$ cat config.mk
export PLATFORM = sky130hd
export DESIGN_NAME = muldiv_hilo_unit
export DESIGN_NICKNAME = d
export VERILOG_FILES = /design/src/rtl/muldiv_hilo_unit.sv
export SDC_FILE = /design/constraint.sdc
export NUM_CORES = 2
export LEC_CHECK = 0
export CORE_ASPECT_RATIO = 0.9
export CORE_UTILIZATION = 33
export CTS_CLUSTER_SIZE = 28
export DETAILED_ROUTE_END_ITERATION = 12
export GPL_TIMING_DRIVEN = 0
export PLACE_DENSITY = 0.52
export SYNTH_ARGS = -nofsm -noshare
export SYNTH_HDL_FRONTEND = slang
export SYNTH_SLANG_ARGS = --single-unit
$ cat constraint.sdc
create_clock -name clk -period 9.5 [get_ports clk]
set_clock_uncertainty 0.2 [all_clocks]
set_input_delay 0.95 -clock clk [delete_from_list [all_inputs] [get_ports clk]]
set_output_delay 0.95 -clock clk [all_outputs]
set_load 0.01 [all_outputs]
$ cat src/rtl/muldiv_hilo_unit.sv
// Multi-cycle multiply/divide unit that owns the HI/LO register pair.
// Multiply: fixed-latency countdown, then the full 2*XLEN product is written.
// Divide: radix-2 restoring divider, one quotient bit per cycle, sign fixup at the end.
module muldiv_hilo_unit #(
    parameter int XLEN       = 32,
    parameter int MUL_STAGES = 2
) (
    input  logic            clk,
    input  logic            resetn,
    input  logic            req_valid,
    output logic            req_ready,
    input  logic [2:0]      req_op,
    input  logic [XLEN-1:0] src1,
    input  logic [XLEN-1:0] src2,
    input  logic            flush,
    output logic            busy,
    output logic            done,
    output logic [XLEN-1:0] hi,
    output logic [XLEN-1:0] lo
);

    localparam int CNT_W = $clog2(XLEN + MUL_STAGES + 1);

    typedef enum logic [1:0] {
        ST_IDLE,
        ST_MUL,
        ST_DIV,
        ST_DONE
    } state_t;

    state_t              state_reg;
    state_t              state_next;
    logic [CNT_W-1:0]    cnt_reg;
    logic                busy_reg;
    logic                done_reg;
    logic                ready_reg;
    logic [XLEN-1:0]     hi_reg;
    logic [XLEN-1:0]     lo_reg;

    // opa: multiplicand, or dividend bits shifting out / quotient bits shifting in
    // opb: multiplier, or divisor magnitude
    logic [XLEN-1:0]     opa_reg;
    logic [XLEN-1:0]     opb_reg;
    logic [XLEN-1:0]     rem_reg;
    logic [XLEN-1:0]     dividend_reg;
    logic                mul_signed_reg;
    logic                q_neg_reg;
    logic                r_neg_reg;
    logic                div_zero_reg;

    logic                accept;
    logic                is_div_signed;
    logic [XLEN-1:0]     src1_mag;
    logic [XLEN-1:0]     src2_mag;
    logic [2*XLEN-1:0]   mul_a_ext;
    logic [2*XLEN-1:0]   mul_b_ext;
    logic [2*XLEN-1:0]   product;
    logic [XLEN:0]       div_shifted;
    logic [XLEN:0]       div_trial;
    logic                div_fits;
    logic [XLEN-1:0]     rem_next;
    logic [XLEN-1:0]     quo_next;
    logic [XLEN-1:0]     quo_final;
    logic [XLEN-1:0]     rem_final;

    assign accept        = req_valid & (state_reg == ST_IDLE) & ~flush;
    assign is_div_signed = (req_op == 3'd2);

    assign req_ready = ready_reg;
    assign busy      = busy_reg;
    assign done      = done_reg;
    assign hi        = hi_reg;
    assign lo        = lo_reg;

    // Operand magnitudes at accept, full product, and one restoring-divide step
    always_comb begin
        src1_mag    = (is_div_signed && src1[XLEN-1]) ? -src1 : src1;
        src2_mag    = (is_div_signed && src2[XLEN-1]) ? -src2 : src2;
        // Sign-extending both operands to 2*XLEN makes the low half of a plain
        // multiply equal to the signed product; zero-extension gives unsigned.
        mul_a_ext   = {{XLEN{mul_signed_reg & opa_reg[XLEN-1]}}, opa_reg};
        mul_b_ext   = {{XLEN{mul_signed_reg & opb_reg[XLEN-1]}}, opb_reg};
        product     = mul_a_ext * mul_b_ext;
        div_shifted = {rem_reg, opa_reg[XLEN-1]};
        div_trial   = div_shifted - {1'b0, opb_reg};
        div_fits    = ~div_trial[XLEN];
        rem_next    = div_fits ? div_trial[XLEN-1:0] : div_shifted[XLEN-1:0];
        quo_next    = {opa_reg[XLEN-2:0], div_fits};
        quo_final   = q_neg_reg ? -quo_next : quo_next;
        rem_final   = r_neg_reg ? -rem_next : rem_next;
    end

    // Next-state decode; status outputs are registered from it
    always_comb begin
        state_next = state_reg;
        case (state_reg)
            ST_IDLE: begin
                if (accept && (req_op == 3'd0 || req_op == 3'd1)) begin
                    state_next = ST_MUL;
                end else if (accept && (req_op == 3'd2 || req_op == 3'd3)) begin
                    state_next = ST_DIV;
                end
            end
            ST_MUL, ST_DIV: begin
                if (flush) begin
                    state_next = ST_IDLE;
                end else if (cnt_reg == '0) begin
                    state_next = ST_DONE;
                end
            end
            default: state_next = ST_IDLE;
        endcase
    end

    // FSM, operand/divider datapath registers and HI/LO updates
    always_ff @(posedge clk or negedge resetn) begin
        if (!resetn) begin
            state_reg      <= ST_IDLE;
            busy_reg       <= 1'b0;
            done_reg       <= 1'b0;
            ready_reg      <= 1'b1;
            cnt_reg        <= '0;
            hi_reg         <= '0;
            lo_reg         <= '0;
            opa_reg        <= '0;
            opb_reg        <= '0;
            rem_reg        <= '0;
            dividend_reg   <= '0;
            mul_signed_reg <= 1'b0;
            q_neg_reg      <= 1'b0;
            r_neg_reg      <= 1'b0;
            div_zero_reg   <= 1'b0;
        end else begin
            state_reg <= state_next;
            busy_reg  <= (state_next != ST_IDLE);
            done_reg  <= (state_next == ST_DONE);
            ready_reg <= (state_next == ST_IDLE);
            case (state_reg)
                ST_IDLE: begin
                    if (accept) begin
                        case (req_op)
                            3'd0, 3'd1: begin
                                opa_reg        <= src1;
                                opb_reg        <= src2;
                                mul_signed_reg <= (req_op == 3'd0);
                                cnt_reg        <= CNT_W'(MUL_STAGES - 1);
                            end
                            3'd2, 3'd3: begin
                                opa_reg        <= src1_mag;
                                opb_reg        <= src2_mag;
                                rem_reg        <= '0;
                                dividend_reg   <= src1;
                                q_neg_reg      <= is_div_signed & (src1[XLEN-1] ^ src2[XLEN-1]);
                                r_neg_reg      <= is_div_signed & src1[XLEN-1];
                                div_zero_reg   <= (src2 == '0);
                                cnt_reg        <= CNT_W'(XLEN - 1);
                            end
                            3'd4: hi_reg <= src1;
                            3'd5: lo_reg <= src1;
                            default: ;
                        endcase
                    end
                end
                ST_MUL: begin
                    if (!flush) begin
                        if (cnt_reg == '0) begin
                            {hi_reg, lo_reg} <= product;
                        end else begin
                            cnt_reg <= cnt_reg - CNT_W'(1);
                        end
                    end
                end
                ST_DIV: begin
                    if (!flush) begin
                        opa_reg <= quo_next;
                        rem_reg <= rem_next;
                        if (cnt_reg == '0) begin
                            // Zero divisor returns all-ones quotient and the raw dividend
                            if (div_zero_reg) begin
                                lo_reg <= '1;
                                hi_reg <= dividend_reg;
                            end else begin
                                lo_reg <= quo_final;
                                hi_reg <= rem_final;
                            end
                        end else begin
                            cnt_reg <= cnt_reg - CNT_W'(1);
                        end
                    end
                end
                default: ;
            endcase
        end
    end

endmodule

==> flow_metrics.py <==
metrics = {
    "worst_setup_path": {
        "critPathKind": "reg -> reg",
        "cp_max_fo": 10,
        "path_buf_inv": 8,
        "cp_common_cell": "fa_1",
        "path_delay_family": "adder cells",
        "setup.worst_path.end_class": "flip-flop",
        "r2r_setup_slack_ps": 0.5,
        "cp.arrival_ps": 9750,
        "cpPeakStageDelay_ps": 670,
        "critPathRequiredTime_ps": 9750,
        "r2r_cells": 27,
        "reg2reg_from": "opa_reg[31]$_DFFE_PN0P_",
        "cp-start-kind": "flip-flop",
        "reg2reg_to": "hi[6]$_DFFE_PN0P_",
        "cpMaxStageDelayCell": "fa_1",
    },
    "synth": {
        "muxShareOfSynthArea_pct": 0.432,
        "async_flop_share_pct": 100,
        "avgSynthCellArea_um2": 8.64,
        "synthSimpleGateAreaFrac_pct": 16.6,
        "synthAdderAreaFrac_pct": 49.1,
        "synth_top_area_share_pct": 43.0,
        "netlist_area_mm2": 0.0524,
        "synth-xor-area-share_pct": 3.26,
        "yosysWarnings": 0,
        "synth.area.top_cells": "fa_1 (43%), dfrtp_1 (9.8%), inv_1 (8.5%)",
        "synth_ff_type": "dfrtp_1",
        "yosysSeqAreaShare_pct": 9.88,
        "synth_fp_nets": 7521,
        "synth_top_family_by_area": "adder cells",
        "synthCells": 6070,
        "yosysTopAreaCell": "fa_1",
        "synth_edf_count": 0,
        "synth_compound_area_share_pct": 9.54,
        "ys_types": 82,
        "synth_seq_cells": 207,
    },
    "clock_tree": {
        "cts.sink_count": 207,
        "clk_latency_ps": 590,
        "htree_levels": 1,
        "clock_path_buffers": 3,
        "cts_buffers": 26,
        "cts_hold_buf": 0,
        "root_buffer": "clkbuf_16",
        "clk_pin_slew_ps": 70,
        "cts_tree": "yes",
    },
    "routing": {
        "drt_iter0_drc": 5423,
        "drc": 0,
        "vias": 45449,
        "drt-total-wl_um": 242000,
        "ant_nets": 0,
        "drt-pass1-iter-count": 8,
        "post_drt_wl_per_cell_um": 29.0,
        "vias_per_cell": 5.44,
    },
    "run_status": {
        "status": "finished, final reports clean",
    },
    "finish": {
        "layout_common_cells": "inv_1 (1190), fa_1 (1120), nand2_1 (1068)",
        "multi_input_comb_area_mm2": 0.0417,
        "nFillCells": 16485,
        "fin_nets": 7668,
        "synthToLayoutAreaGrowth_pct": 11.1,
        "layout-drive-gt1-share_pct": 5.98,
        "stdcell_count": 8352,
        "final_common_cell": "inv_1",
        "ff_latch_area_mm2": 0.00526,
    },
    "timing": {
        "fin_crit_sh_pct": 100,
        "relSlewSlack_pct": 8.02,
        "setup_viol": 0,
        "setup_ws_ps": 0.474,
        "fmax_ghz": 0.105,
        "worst_pin_slew_ps": 1380,
        "drv_slew": 0,
        "period_minus_slack_ps": 9500,
        "rsz0062_at_grt": "yes",
        "hold_viol": 0,
        "holdWs_ps": 263,
    },
    "global_routing": {
        "grt_pass1_wl_um": 346000,
        "grt-ovfl-total": 0,
        "grtUsageTotal_pct": 30.2,
        "grt_max_degree": 112,
        "grt_pass1_vias": 46250,
        "antenna_found_initial": 19,
    },
    "place": {
        "dp.final_hpwl_um": 200000,
        "preCtsSetupSlack_ps": -2470,
        "place_congestion": 1.03,
        "place_inst": 8310,
        "numPortBuffers": 137,
    },
    "floorplan": {
        "die_h_um": 380,
        "die_w_um": 422,
        "dieArea_mm2": 0.160,
        "start_util_pct": 33.3,
        "io_pins": 138,
        "core_mm2": 0.157,
        "rows": 138,
    },
    "hold_path": {
        "hold_class": "in -> async",
    },
    "flow_run": {
        "drv_cap": 0,
    },
}
cells by family after synthesis:
family,Yosys count
XOR/XNOR,195
flip-flops,207
AO/OA/AOI/OAI,779
AND/OR/NAND/NOR,1921
buffers and inverters,1566
multiplexers,22
adder cells (fa/ha/maj),1380
worst max-delay path by stage:
stage	start	endpoint	slack, ps	cells after the start
floorplan	opa_reg[31]$_DFFE_PN0P_	hi[31]$_DFFE_PN0P_	1340	29
global placement	opa_reg[20]$_DFFE_PN0P_	hi[28]$_DFFE_PN0P_	-2470	30
detailed placement	opa_reg[20]$_DFFE_PN0P_	hi[28]$_DFFE_PN0P_	-2470	30
CTS	mul_signed_reg$_DFFE_PN0P_	hi[27]$_DFFE_PN0P_	0.6	32
global route	opa_reg[26]$_DFFE_PN0P_	hi[31]$_DFFE_PN0P_	1	25
finish	opa_reg[31]$_DFFE_PN0P_	hi[6]$_DFFE_PN0P_	0.5	27
stage by stage:
stage	TNS, ps	area (um2)	util, %
6_report	0	58300	37.0
2_1_floorplan	0	52400	-
3_5_place_dp	-54590	56500	35.9
5_1_grt	0	58200	37.0
3_3_place_gp	-543510	56400	35.8
4_1_cts	0	57900	36.8
routing by layer:
| metal | part of all wire (%) | track usage [%] | vias to the layer above |
|---|---|---|---|
| li1 | - | - | 18854 |
| met3 | 11 | 7.59 | 467 |
| met4 | 6.0 | 14.4 | 10 |
| met5 | 0.031 | 0 | - |
| met2 | 42 | 43.9 | 2536 |
| met1 | 41 | 41.7 | 23582 |
synth_stat cells (8+ instances only):
cell type	count
and3_1	36
a211oi_1	17
fa_1	1126
a22o_1	9
nor2_1	248
buf_1	40
xor2_1	71
a221oi_1	43
and2_1	320
clkbuf_1	322
o31a_1	8
nand2b_1	17
mux2i_1	20
inv_1	1194
dfrtp_1	206
nand3_1	36
nor4_1	22
nand3b_1	8
o41ai_1	17
xnor2_1	124
a21oi_1	182
o21bai_1	15
a221o_1	8
a21o_1	39
nor3_1	43
a31oi_1	30
or3_1	30
nand4_1	18
nor2b_1	14
ha_1	254
o21a_1	20
o211ai_1	13
or2_2	18
o21ai_0	237
nand2_1	1070
o31ai_1	65
or4_1	17
o22ai_1	8
area by class of cell:
cell class / count / area share [%]
Antenna cell: 16 / 0.0687
Sequential cell: 207 / 9.02
Timing Repair Buffer: 162 / 2.75
Inverter: 1198 / 7.74
Buffer: 325 / 2.85
Clock buffer: 36 / 1.30
Multi-Input combinational cell: 4297 / 71.5
Tap cell: 2100 / 4.51
Clock inverter: 11 / 0.236
repair_timing:
action,CTS,global route
buffers inserted,8,14
setup endpoints to repair,43,26
pin swaps,7,13
resized for setup,299,155
Power is not shown: default switching activity piles up to over one toggle a cycle in this logic, so the estimate is an artifact.
